==> src/rtl/pipe_ctrl.sv <==
// rtl/pipe_ctrl.sv - Y86-64 five-stage hazard/stall/bubble control with sticky halt
// Define PIPE_CTRL_PERF_EN to add the saturating stall_cnt/bubble_cnt perf counters.
module pipe_ctrl #(
  parameter int STAT_W = 3,
  parameter int CNT_W  = 32
) (
  input  logic              clk,
  input  logic              rst,
  input  logic [3:0]        icode_d,
  input  logic [3:0]        srcA_d,
  input  logic [3:0]        srcB_d,
  input  logic [3:0]        icode_e,
  input  logic [3:0]        dstM_e,
  input  logic              e_cnd,
  input  logic [STAT_W-1:0] m_stat,
  input  logic [STAT_W-1:0] w_stat,
  output logic              f_stall,
  output logic              d_stall,
  output logic              d_bubble,
  output logic              e_bubble,
  output logic              m_bubble,
  output logic              w_stall,
  output logic              ret_busy,
  output logic              halted
`ifdef PIPE_CTRL_PERF_EN
  ,
  output logic [CNT_W-1:0]  stall_cnt,
  output logic [CNT_W-1:0]  bubble_cnt
`endif
);

  localparam logic [3:0] I_MRMOVQ = 4'h5;
  localparam logic [3:0] I_JXX    = 4'h7;
  localparam logic [3:0] I_RET    = 4'h9;
  localparam logic [3:0] I_POPQ   = 4'hB;
  localparam logic [3:0] R_NONE   = 4'hF;

  localparam logic [STAT_W-1:0] S_HLT = STAT_W'(2);
  localparam logic [STAT_W-1:0] S_ADR = STAT_W'(3);
  localparam logic [STAT_W-1:0] S_INS = STAT_W'(4);

  typedef enum logic {RUN, HALTED} state_t;

  state_t     state, stateNext;
  logic [2:0] retSr, retSrNext;

  logic loadUse, misPred, retHz, mExc, wExc, retInD;

  always_comb begin
    retInD  = (icode_d == I_RET);
    loadUse = ((icode_e == I_MRMOVQ) || (icode_e == I_POPQ)) && (dstM_e != R_NONE) &&
              ((dstM_e == srcA_d) || (dstM_e == srcB_d));
    misPred = (icode_e == I_JXX) && !e_cnd;
    retHz   = retInD || retSr[0] || retSr[1];
    // Anything other than HLT/ADR/INS (including undefined codes) counts as AOK.
    mExc    = (m_stat == S_HLT) || (m_stat == S_ADR) || (m_stat == S_INS);
    wExc    = (w_stat == S_HLT) || (w_stat == S_ADR) || (w_stat == S_INS);
  end

  always_comb begin
    f_stall   = 1'b0;
    d_stall   = 1'b0;
    d_bubble  = 1'b0;
    e_bubble  = 1'b0;
    m_bubble  = 1'b0;
    w_stall   = 1'b0;
    stateNext = state;
    retSrNext = retSr;
    if (rst) begin
      d_bubble = 1'b1;
      e_bubble = 1'b1;
      m_bubble = 1'b1;
    end else if (state == HALTED) begin
      f_stall  = 1'b1;
      d_stall  = 1'b1;
      e_bubble = 1'b1;
      m_bubble = 1'b1;
      w_stall  = 1'b1;
    end else begin
      f_stall  = loadUse || retHz;
      d_stall  = loadUse;
      d_bubble = misPred || (retHz && !loadUse);
      e_bubble = misPred || loadUse;
      m_bubble = mExc || wExc;
      w_stall  = wExc;
      // A ret only advances into E when E is not being bubbled behind it.
      retSrNext = {retSr[1], retSr[0] && !m_bubble, retInD && !e_bubble};
      if (wExc) stateNext = HALTED;
    end
  end

  always_ff @(posedge clk) begin
    if (rst) begin
      state <= RUN;
      retSr <= 3'b000;
    end else begin
      state <= stateNext;
      retSr <= retSrNext;
    end
  end

  assign ret_busy = retInD || (|retSr);
  assign halted   = (state == HALTED);

`ifdef PIPE_CTRL_PERF_EN
  always_ff @(posedge clk) begin
    if (rst) begin
      stall_cnt  <= '0;
      bubble_cnt <= '0;
    end else if (state == RUN) begin
      if (f_stall && !(&stall_cnt))   stall_cnt  <= stall_cnt + 1'b1;
      if (e_bubble && !(&bubble_cnt)) bubble_cnt <= bubble_cnt + 1'b1;
    end
  end
`endif

endmodule

==> config.mk <==
export PLATFORM = sky130hd
export DESIGN_NAME = pipe_ctrl
export DESIGN_NICKNAME = d
export VERILOG_FILES = /design/src/rtl/pipe_ctrl.sv
export SDC_FILE = /design/constraint.sdc
export NUM_CORES = 1
export LEC_CHECK = 0
export ABC_AREA = 1
export BUFFER_PORTS_ARGS = -buffer_cell sky130_fd_sc_hd__buf_4
export CAP_MARGIN = 30
export CORE_AREA = 2 2 39 41
export CTS_CLUSTER_DIAMETER = 150
export DETAILED_ROUTE_END_ITERATION = 12
export DIE_AREA = 0 0 41 43
export GPL_TIMING_DRIVEN = 0
export PLACE_DENSITY = 0.82
export SKIP_LAST_GASP = 1
export SLEW_MARGIN = 20
export SYNTH_ARGS = -nofsm -noshare
export SYNTH_HDL_FRONTEND = slang
export SYNTH_SLANG_ARGS = --single-unit
==> constraint.sdc <==
create_clock -name clk -period 1.2 [get_ports clk]
set_input_delay 0.12 -clock clk [delete_from_list [all_inputs] [get_ports clk]]
set_output_delay 0.12 -clock clk [all_outputs]
set_load 0.1 [all_outputs]
# After elaboration in Yosys (flattened, before gate mapping)
# Index checks and enable logic that the tools add are counted.
# Widths: inputs -> output; s select.
[word_totals] in_bits=29 ff_bits=4
[op_classes] reduce_logical=24 muxes=14 eq_ne=13
[ops] op="$mux 1" count=14
[ops] op="$logic_or 1x1->1" count=13
[ops] op="$eq 3x2->1 const B" count=4
[ops] op="$eq 4x3->1 const B" count=2
[ops] op="$eq 4x4->1" count=2
[ops] op="$eq 4x4->1 const B" count=2
[ops] op="$eq 3x3->1 const B" count=2
[ops] op="$logic_and 1x1->1" count=6
[ops] op="$logic_not 1->1" count=4
[ops] op="$ne 4x4->1 const B" count=1
[ops] op="$reduce_or 3->1" count=1

# Longest topological paths before layout
# Gate-level depths: netlist (run 1).
[logic_depth] depth_word=9 ltp_mapped=10 depth_no_buf=10

# Least setup slack after synthesis (run 1)
# OpenSTA, ideal clock, no wires.
[synth_timing] kind="flip-flop to output port" start="register state, in the netlist halted" end="output w_stall" stages_incl_launch_ff=5 slack_ns=-1.460 t_required_ns=1.080 t_arrival_ns=2.540 path_buffers=0 cell_sequence="dfxtp_1 -> inv_2 -> o21ai_1 -> a21oi_2 -> nor2_1"
[synth_between] elab_chain_cells=2
[synth_rtl] element="from (decl)" line_no="44" rtl="state_t state, stateNext;"
[synth_rtl] element="from (signal assigned)" line_no="97" rtl="state <= stateNext;"
[synth_rtl] element="$mux 1" line_no="73" rtl="end else if (state == HALTED) begin"
[synth_rtl] element="$mux 1" line_no="69" rtl="if (rst) begin"
[synth_rtl] element="to (decl)" line_no="22" rtl="output logic w_stall,"
# No other way between the ends.

# Worst setup path after layout (run 1)
[layout_timing] start="register state, in the netlist halted" end="output m_bubble"
[layout_between] elab_chain_cells=2
[layout_rtl] element="$mux 1" line_no="73"
[layout_rtl] element="$mux 1" line_no="69"
[layout_rtl] element="to (decl)" line_no="21" rtl="output logic m_bubble,"
# No other way between the ends.

==> results.json, run 1 <==
{
  "worstHoldStart": "rst",
  "netlist_instances": 94,
  "startpoint": "halted",
  "final_common_cell": "buf_4",
  "hold_end": "halted",
  "clk_pin_slew_ns": 0.05,
  "synth_xor_area_share_pct": 0,
  "post-route-period-util_pct": 111.2,
  "sequentialPowerShare_pct": 16.5,
  "fin_util_pct": 77.58,
  "wl_microns": 1634,
  "grt_max_degree": 6,
  "synth_mux_area_share_pct": 0,
  "antenna_found_initial": 0,
  "grt_first_pass_wirelength_microns": 2532,
  "synthDistinctLibCells": 15,
  "power.leakage_nw": 0.5618,
  "crit_arrival_ns": 1.21,
  "nets": 169,
  "dieArea_sq_um": 1763,
  "dieWidth_microns": 41,
  "via_per_inst": 4.677,
  "clk_latency_ns": 0.25,
  "crit_type": "flop to output pin",
  "fp.coreArea_sq_um": 1384,
  "drt_iter0_markers": 6,
  "max-slew-margin-rel_pct": 66.28,
  "slew_violations": 0,
  "port_buffers": 36,
  "fin_ws_ns": -0.1341,
  "cts_hold_buf": 0,
  "status": "complete, but fails checks",
  "p_per_area_nw_per_um2": 818.0,
  "drive_gt1_share_pct": 60.43,
  "synth_nets": 123,
  "holdCritPathClass": "input pin to flop",
  "ys_seq_area_share_pct": 17.39,
  "synth_seq_cells": 4,
  "yosysWarnings": 0,
  "antenna_cells": 0,
  "max_slew.worst_pin.slew_ns": 0.5057,
  "post_dp_cell_area_sq_um": 823.3,
  "max_freq_ghz": 0.7496,
  "place_hpwl_microns": 1139,
  "area.growth.synth_to_final_pct": 133.2,
  "critPathMaxFanout": 4,
  "fp-row-count": 14,
  "start_util_pct": 33.27,
  "grtUsageTotal_pct": 20.78,
  "hold_viol_final": 0,
  "skew_ns": 0.01767,
  "io_pins": 37,
  "cp.required_ns": 1.08,
  "fin_crit_ns": 1.334,
  "final_area_sq_um": 1074,
  "drc": 0,
  "antenna_left": 0,
  "vias": 725,
  "p_switching_mw": 0.3906,
  "sw_frac_of_total_pct": 44.48,
  "startpoint_type": "flop",
  "grt_pass1_vias": 729,
  "setup_viol": 8,
  "grt_overflow": 0,
  "hold_path_depth": 2,
  "failed_checks": "negative setup slack",
  "clock_path_buffers": 2,
  "drtPass1Iterations": 4,
  "drv_cap": 0,
  "gp_congestion": 0.7156,
  "p_int_mw": 0.4876,
  "reg2reg_depth": 8,
  "rrSetupSlack_ns": -0.09,
  "nFillCells": 96,
  "synth_compound_area_share_pct": 11.41,
  "syn_area_sq_um": 460.4,
  "r2r-end": "retSr[1]",
  "die_h_microns": 43,
  "cts_buffers": 3,
  "pwr-share-clk_pct": 22.6,
  "power_mw": 0.8782,
  "placedCellCount": 146,
  "layout.cells.non_filler": 155,
  "synth_top_family_by_area": "simple AND/OR/NAND/NOR gates",
  "synth_fa_ha_area_share_pct": 0,
  "combPwrFrac_pct": 61.0,
  "synth-simple-area-share_pct": 54.08,
  "avgSynthCellArea_sq_um": 4.898,
  "htree_levels": 1,
  "rsz0062_at_grt": "true",
  "clock-sinks": 4,
  "clockRootBuffer": "clkbuf_4",
  "critPathCaptureType": "output pin",
  "place_ws_ns": -0.1016,
  "post_drt_wl_per_cell_microns": 10.54,
  "r2r-start": "halted",
  "cts_tree": "done",
  "vdd_drop_max_mv": 0.6878,
  "final_cell_mix": "27 x buf_4, 26 x nand2_1, 10 x inv_1, 10 x nand2_2, 8 x nor2_1"
}
-- flip-flops by register name, summed over array words and instances (netlist names) --
signal / count
retSr: 3
halted: 1
-- synth_stat cells (all sizes together) --
cell type,n,share of area [%]
nand4,2,2.7
inv,21,17
nand3,2,2.2
o21ai,3,3.3
nor2,12,9.8
nor3,2,2.2
or2,1,1.4
nand2,40,34
nand3b,1,1.6
dfxtp,4,17
a21oi,6,8.2
-- layer usage --
metal / routed length (microns) / GRT usage (%) / up-vias / part of all wire [%]
li1: - / - / 373 / -
met1: 582 / 19.61 / 315 / 36
met2: 909 / 37.19 / 32 / 56
met3: 119 / 7.330 / 5 / 7.3
met4: 23 / 8.667 / 0 / 1.4
met5: 0 / 0 / - / 0
-- cell families (layout without fill, tap and decap cells) --
logic type             Yosys count  count (layout)
AOI/OAI and AO/OA                9               9
buffers and inverters           21              66
and+or+nand+nor                 60              60
DFF                              4               4
-- repair_timing --
action	4_1_cts	5_1_grt
setup endpoints to repair	7	8
resized for setup	27	30
setup buffers	2	4
pin swaps	6	19
-- power groups by stage --
| stage | clock (mW) | combinational, mW | sequential, mW |
|---|---|---|---|
| finish | 0.198 | 0.535 | 0.145 |
| detailed placement | 0 | 0.417 | 0.145 |
| global placement | 0 | 0.411 | 0.145 |
| CTS | 0.200 | 0.489 | 0.143 |
| floorplan | 0 | 0.265 | 0.165 |
| global route | 0.222 | 0.562 | 0.145 |
-- critical path: stages (launching register included) --
cell and delay [ns]:
dfxtp_4 0.36, inv_6 0.06, o21ai_4 0.06, a21oi_4 0.19, nand3_4 0.11, buf_12 0.18
-- worst max-delay path by stage --
stage          cells after the start  slack [ns]        to
2_1_floorplan                      5       -0.18  retSr[1]
3_3_place_gp                       9        -0.1  e_bubble
3_5_place_dp                       9       -0.10  e_bubble
4_1_cts                            5       -0.14  m_bubble
5_1_grt                            5       -0.19  m_bubble
6_report                           5       -0.13  m_bubble
-- stage by stage --
step | hold WS [ns] | setup TNS [ns]
after floorplan | 0.1827 | -0.4931
after global placement | 0.3355 | -0.3609
after detailed placement | 0.3460 | -0.3619
after CTS | 0.08170 | -0.3648
after global routing | 0.07782 | -1.133
final | 0.08143 | -0.7482
-- cell type report --
cell class	count	area, sq um	share of cell area [%]
inverter	21	92.59	8.625
multi-input combinational	69	422.9	39.39
timing repair buffer	41	425.4	39.63
tap	16	20.02	1.865
sequential	4	86.33	8.042
clock buffer	4	26.28	2.448
Power figures use the tool's default switching activity.
==> run 2: changes to the inputs <==
--- a/config.mk
+++ b/config.mk
@@ -6,5 +6,4 @@
 export NUM_CORES = 1
 export LEC_CHECK = 0
-export ABC_AREA = 1
 export BUFFER_PORTS_ARGS = -buffer_cell sky130_fd_sc_hd__buf_4
 export CAP_MARGIN = 30
@@ -14,5 +13,5 @@
 export DIE_AREA = 0 0 41 43
 export GPL_TIMING_DRIVEN = 0
-export PLACE_DENSITY = 0.82
+export PLACE_DENSITY = 0.78
 export SKIP_LAST_GASP = 1
 export SLEW_MARGIN = 20
==> constraint.sdc (replaced) <==
create_clock -name clk -period 1.2 [get_ports clk]
set_input_delay 0.12 -clock clk [delete_from_list [all_inputs] [get_ports clk]]
set_output_delay 0.12 -clock clk [all_outputs]
set_load 0.005 [all_outputs]
==> results.json, run 2 <==
{
  "critPathMaxStageDelay_ns": 0.33,
  "largest_reg_flops": 3,
  "antenna_found_initial": 0,
  "netlist_instances": 51,
  "final_cell_mix": "35 x buf_4, 7 x buf_6, 6 x nor2_1, 6 x xor2_1",
  "nFillCells": 114,
  "ys.flop_type": "dfxtp_1",
  "cts_buffers": 3,
  "skew_ns": 0.002035,
  "critPathCaptureType": "output pin",
  "grt_overflow": 0,
  "power.leakage_nw": 0.4141,
  "rsz0062_at_grt": "true",
  "start_util_pct": 29.39,
  "yosys.area.top_type": "dfxtp_1",
  "status": "complete, but fails checks",
  "cts_hold_buf": 0,
  "cp.required_ns": 1.08,
  "critPathMaxFanout": 2,
  "nets": 127,
  "area.growth.synth_to_final_pct": 108.9,
  "startpoint_type": "flop",
  "clock-sinks": 4,
  "synth_top_area_share_pct": 19.69,
  "drc": 0,
  "syn_area_sq_um": 406.6,
  "grt_pass1_vias": 541,
  "drv_cap": 0,
  "drive_gt1_share_pct": 60.42,
  "power_mw": 0.5535,
  "ys_seq_area_share_pct": 19.69,
  "post-route-period-util_pct": 115.6,
  "max_slew.worst_pin.slew_ns": 0.3654,
  "hold_path_depth": 4,
  "grt_max_degree": 11,
  "multi_input_area_sq_um": 370.4,
  "via_per_inst": 4.991,
  "synth_commonest_cells": "8 x xor2_1, 6 x nor2_1, 4 x dfxtp_1",
  "max-slew-margin-rel_pct": 75.64,
  "slew_violations": 0,
  "setup_viol": 4,
  "synthDistinctLibCells": 28,
  "dieWidth_microns": 41,
  "synth_most_common_cell": "xor2_1",
  "worstHoldStart": "m_stat[2]",
  "hold_end": "retSr[1]",
  "cpMaxStageDelayCell": "or3_1",
  "hold_viol_final": 0,
  "crit_type": "flop to output pin",
  "vias": 559,
  "drt_iter0_markers": 4,
  "crit_chain": "or3_1, o22ai_1, o21ba_2, buf_6",
  "synth_area_leaders": "dfxtp_1 20%, xor2_1 17%, nor4_2 6.2%",
  "fp-row-count": 14,
  "async_flop_share_pct": 0,
  "synth_nets": 80,
  "grtUsageTotal_pct": 15.36,
  "crit_arrival_ns": 1.27,
  "dieArea_sq_um": 1763,
  "clk_latency_ns": 0.24,
  "clockRootBuffer": "clkbuf_4",
  "drtPass1Iterations": 4,
  "r2r-end": "retSr[0]",
  "antenna_cells": 0,
  "gp_congestion": 0.6670,
  "failed_checks": "negative setup slack",
  "clock_path_buffers": 2,
  "p_per_area_nw_per_um2": 651.5,
  "fp.coreArea_sq_um": 1384,
  "fin_crit_ns": 1.387,
  "yosysWarnings": 0,
  "grt_first_pass_wirelength_microns": 1842,
  "io_pins": 37,
  "final_common_cell": "buf_4",
  "die_h_microns": 43,
  "synth_seq_cells": 4,
  "synth_edf_count": 0,
  "reg2reg_depth": 3,
  "r2r-start": "halted",
  "htree_levels": 1,
  "post_drt_wl_per_cell_microns": 11.64,
  "port_buffers": 36,
  "place_hpwl_microns": 948,
  "antenna_left": 0,
  "largest-register": "retSr",
  "seqCellArea_sq_um": 83.83,
  "holdCritPathClass": "input pin to flop",
  "fin_ws_ns": -0.1874,
  "max_freq_ghz": 0.7208,
  "clk_pin_slew_ns": 0.04,
  "wl_microns": 1304,
  "cts_tree": "done",
  "fin_util_pct": 61.39,
  "vdd_drop_max_mv": 0.4981,
  "avgSynthCellArea_sq_um": 7.973,
  "rrSetupSlack_ns": 0.27
}
==> run 2: worst max-delay path, delay by kind of cell, from the launching register on <==
family                 cells  cell delay (ns)
and+or+nand+nor            1             0.33
DFF                        1             0.31
AOI/OAI and AO/OA          2             0.28
buffers and inverters      1             0.11
==> run 2: worst max path at each step <==
stage / from / end / cells past startpoint
floorplan: dstM_e[1] / retSr[0] / 4
global placement: dstM_e[1] / f_stall / 6
detailed placement: dstM_e[1] / f_stall / 6
CTS: retSr[0] / d_bubble / 4
global route: retSr[0] / d_bubble / 4
finish: retSr[0] / d_bubble / 4
==> run 2: metal layers <==
metal / wire, microns / track usage, % / up-vias
met3: 122 / 4.712 / 2
met4: 22 / 8.000 / 0
met5: 0 / 0 / -
met1: 436 / 11.58 / 250
li1: - / - / 281
met2: 723 / 30.00 / 26
==> run 2: where the power goes <==
part	switching (mW)	total, mW	internal, mW
registers	0.00608	0.144	0.138
logic	0.0923	0.240	0.148
clock network	0.0570	0.169	0.112
total	0.155	0.553	0.398
==> run 2: layout make-up <==
cell class	instances	area share [%]
buffer	1	0.4418
clock buffer	3	2.651
sequential	4	9.867
inverter	2	0.8837
multi-input combinational	44	43.59
timing repair buffer	42	40.21
tap	16	2.356
==> run 2: per-stage QoR <==
step	setup TNS [ns]	hold WS, ns	cells	cell area (sq um)	setup WS (ns)
after CTS	-0.5555	0.2020	110	778.2	-0.1963
after global placement	-0.5447	0.4231	103	696.9	-0.1691
after global routing	-0.7291	0.2344	112	849.6	-0.2264
after floorplan	0	0.3115	51	406.6	0.1420
final	-0.4419	0.2009	112	849.6	-0.1874
after detailed placement	-0.6883	0.4350	103	696.9	-0.1961
==> run 2: what timing repair did <==
| action | in CTS | in global routing |
|---|---|---|
| pin swaps | 7 | 8 |
| setup buffers | 4 | 2 |
| resized for setup | 8 | 11 |
| endpoints found under the hold margin | 0 | 0 |
| endpoints found under the setup margin | 6 | 7 |
==> run 2: logic make-up (layout without fill, tap and decap cells) <==
group | Yosys count | count (layout) | share of synthesized area, %
simple gates | 25 | 25 | 39.38
buf+inv | 3 | 48 | 2.769
flops | 4 | 4 | 19.69
compound gates | 10 | 10 | 18.46
mux | 1 | 1 | 2.462
xor+xnor | 8 | 8 | 17.23
==> run 3: changes to the inputs <==
ABC_AREA = 1   (was default)
PLACE_DENSITY = 0.83   (was 0.78)
==> results.json, run 3 (synthesized netlist as in run 1, its figures left out) <==
{
  "status": "finished, final reports clean",
  "critPathCaptureType": "output pin",
  "via_per_inst": 4.544,
  "final_common_cell": "buf_4",
  "pwr-share-clk_pct": 29.5,
  "hold_viol_final": 0,
  "crit_chain": "nor2_1, nand2_1, or2_1, buf_4",
  "clk_latency_ns": 0.24,
  "final_cell_mix": "45 x buf_4, 37 x nand2_1, 16 x inv_1, 12 x nor2_1, 5 x inv_2",
  "crit_arrival_ns": 1.07,
  "dieWidth_microns": 41,
  "post_dp_cell_area_sq_um": 750.7,
  "p_int_mw": 0.4067,
  "dieArea_sq_um": 1763,
  "clockRootBuffer": "clkbuf_4",
  "cts_tree": "done",
  "antenna_cells": 0,
  "power_mw": 0.5789,
  "vdd_drop_max_mv": 0.7016,
  "sw_frac_of_total_pct": 29.74,
  "cts_hold_buf": 0,
  "crit_end": "ret_busy",
  "place_hpwl_microns": 1145,
  "nFillCells": 119,
  "fp.coreArea_sq_um": 1384,
  "htree_levels": 1,
  "rsz0062_at_grt": "true",
  "max-slew-margin-rel_pct": 79.70,
  "reg2reg_depth": 8,
  "drt_iter0_markers": 5,
  "nets": 173,
  "layout.cells.non_filler": 158,
  "placedCellCount": 146,
  "grtUsageTotal_pct": 18.11,
  "port_buffers": 36,
  "clock-sinks": 4,
  "seqCellArea_sq_um": 82.58,
  "max_slew.worst_pin.slew_ns": 0.3046,
  "crit_type": "flop to output pin",
  "drive_gt1_share_pct": 43.66,
  "max_freq_ghz": 0.8377,
  "fin_ws_ns": 0.006303,
  "p_switching_mw": 0.1722,
  "clk_pin_slew_ns": 0.04,
  "path_depth": 4,
  "final_area_sq_um": 850.8,
  "clock_path_buffers": 2,
  "holdCritPathClass": "input pin to flop",
  "combPwrFrac_pct": 45.8,
  "path_delay_family": "simple AND/OR/NAND/NOR gates",
  "die_h_microns": 43,
  "antenna_found_initial": 0,
  "cts_buffers": 3,
  "grt_first_pass_wirelength_microns": 2187,
  "critPathBufInv": 1,
  "wl_microns": 1475,
  "power.leakage_nw": 0.5268,
  "grt_max_degree": 6,
  "grt_overflow": 0,
  "largest-register": "retSr",
  "sequentialPowerShare_pct": 24.7,
  "io_pins": 37,
  "drc": 0,
  "grt_pass1_vias": 659,
  "multi_input_area_sq_um": 309.0,
  "whs_ns": 0.07819,
  "area.growth.synth_to_final_pct": 84.78,
  "gp_congestion": 0.6683,
  "r2r-start": "halted",
  "hold_path_depth": 2,
  "p_per_area_nw_per_um2": 680.4,
  "start_util_pct": 33.27,
  "antenna_left": 0,
  "cp.required_ns": 1.08,
  "critPathMaxStageDelay_ns": 0.32,
  "critPathMaxFanout": 3,
  "drv_cap": 0,
  "cpMaxStageDelayCell": "dfxtp_2",
  "startpoint": "retSr[0]",
  "fin_util_pct": 61.48,
  "fin_setup_tns_ns": 0,
  "r2r-end": "halted",
  "vias": 718,
  "fin_crit_ns": 1.194,
  "skew_ns": 0.004813,
  "post_drt_wl_per_cell_microns": 9.335,
  "fp-row-count": 14,
  "largest_reg_flops": 3,
  "slew_violations": 0,
  "drtPass1Iterations": 3,
  "rrSetupSlack_ns": 0.09,
  "startpoint_type": "flop",
  "place_ws_ns": 0.1075,
  "setup_viol": 0,
  "post-route-period-util_pct": 99.47
}
==> run 3: layout make-up <==
cell class,count,share of cell area [%]
multi-input cells,69,36.32
repair buffers,45,39.71
well taps,16,2.353
flip-flops and latches,4,9.706
clock buffers,3,2.647
inverters,21,9.265
==> run 3: routing by layer <==
layer	wire length [microns]	vias to the layer above	track usage (%)
li1	-	380	-
met1	562	299	14.56
met2	731	37	34.69
met3	170	2	7.853
met4	11	0	6.000
met5	0	-	0
==> run 3: power groups by stage <==
| stage | clock network (mW) | logic, mW | registers (mW) |
|---|---|---|---|
| floorplan | 0 | 0.0907 | 0.144 |
| global placement | 0 | 0.214 | 0.144 |
| detailed placement | 0 | 0.220 | 0.144 |
| CTS | 0.168 | 0.257 | 0.143 |
| global route | 0.186 | 0.291 | 0.143 |
| finish | 0.171 | 0.265 | 0.143 |
==> run 3: worst min-delay path by stage <==
| stage | startpoint | to | slack [ns] |
|---|---|---|---|
| final | rst | halted | 0.08 |
| after global routing | rst | halted | 0.07 |
| after CTS | rst | halted | 0.08 |
| after detailed placement | rst | halted | 0.33 |
| after global placement | rst | halted | 0.33 |
| after floorplan | rst | halted | 0.19 |
==> run 3: what timing repair did <==
item | 4_1_cts | 5_1_grt
buffers inserted | 8 | 1
pin swaps | 1 | 3
setup endpoints to repair | 2 | 5
gates resized for setup | 2 | 2
hold endpoints to repair | 0 | 0
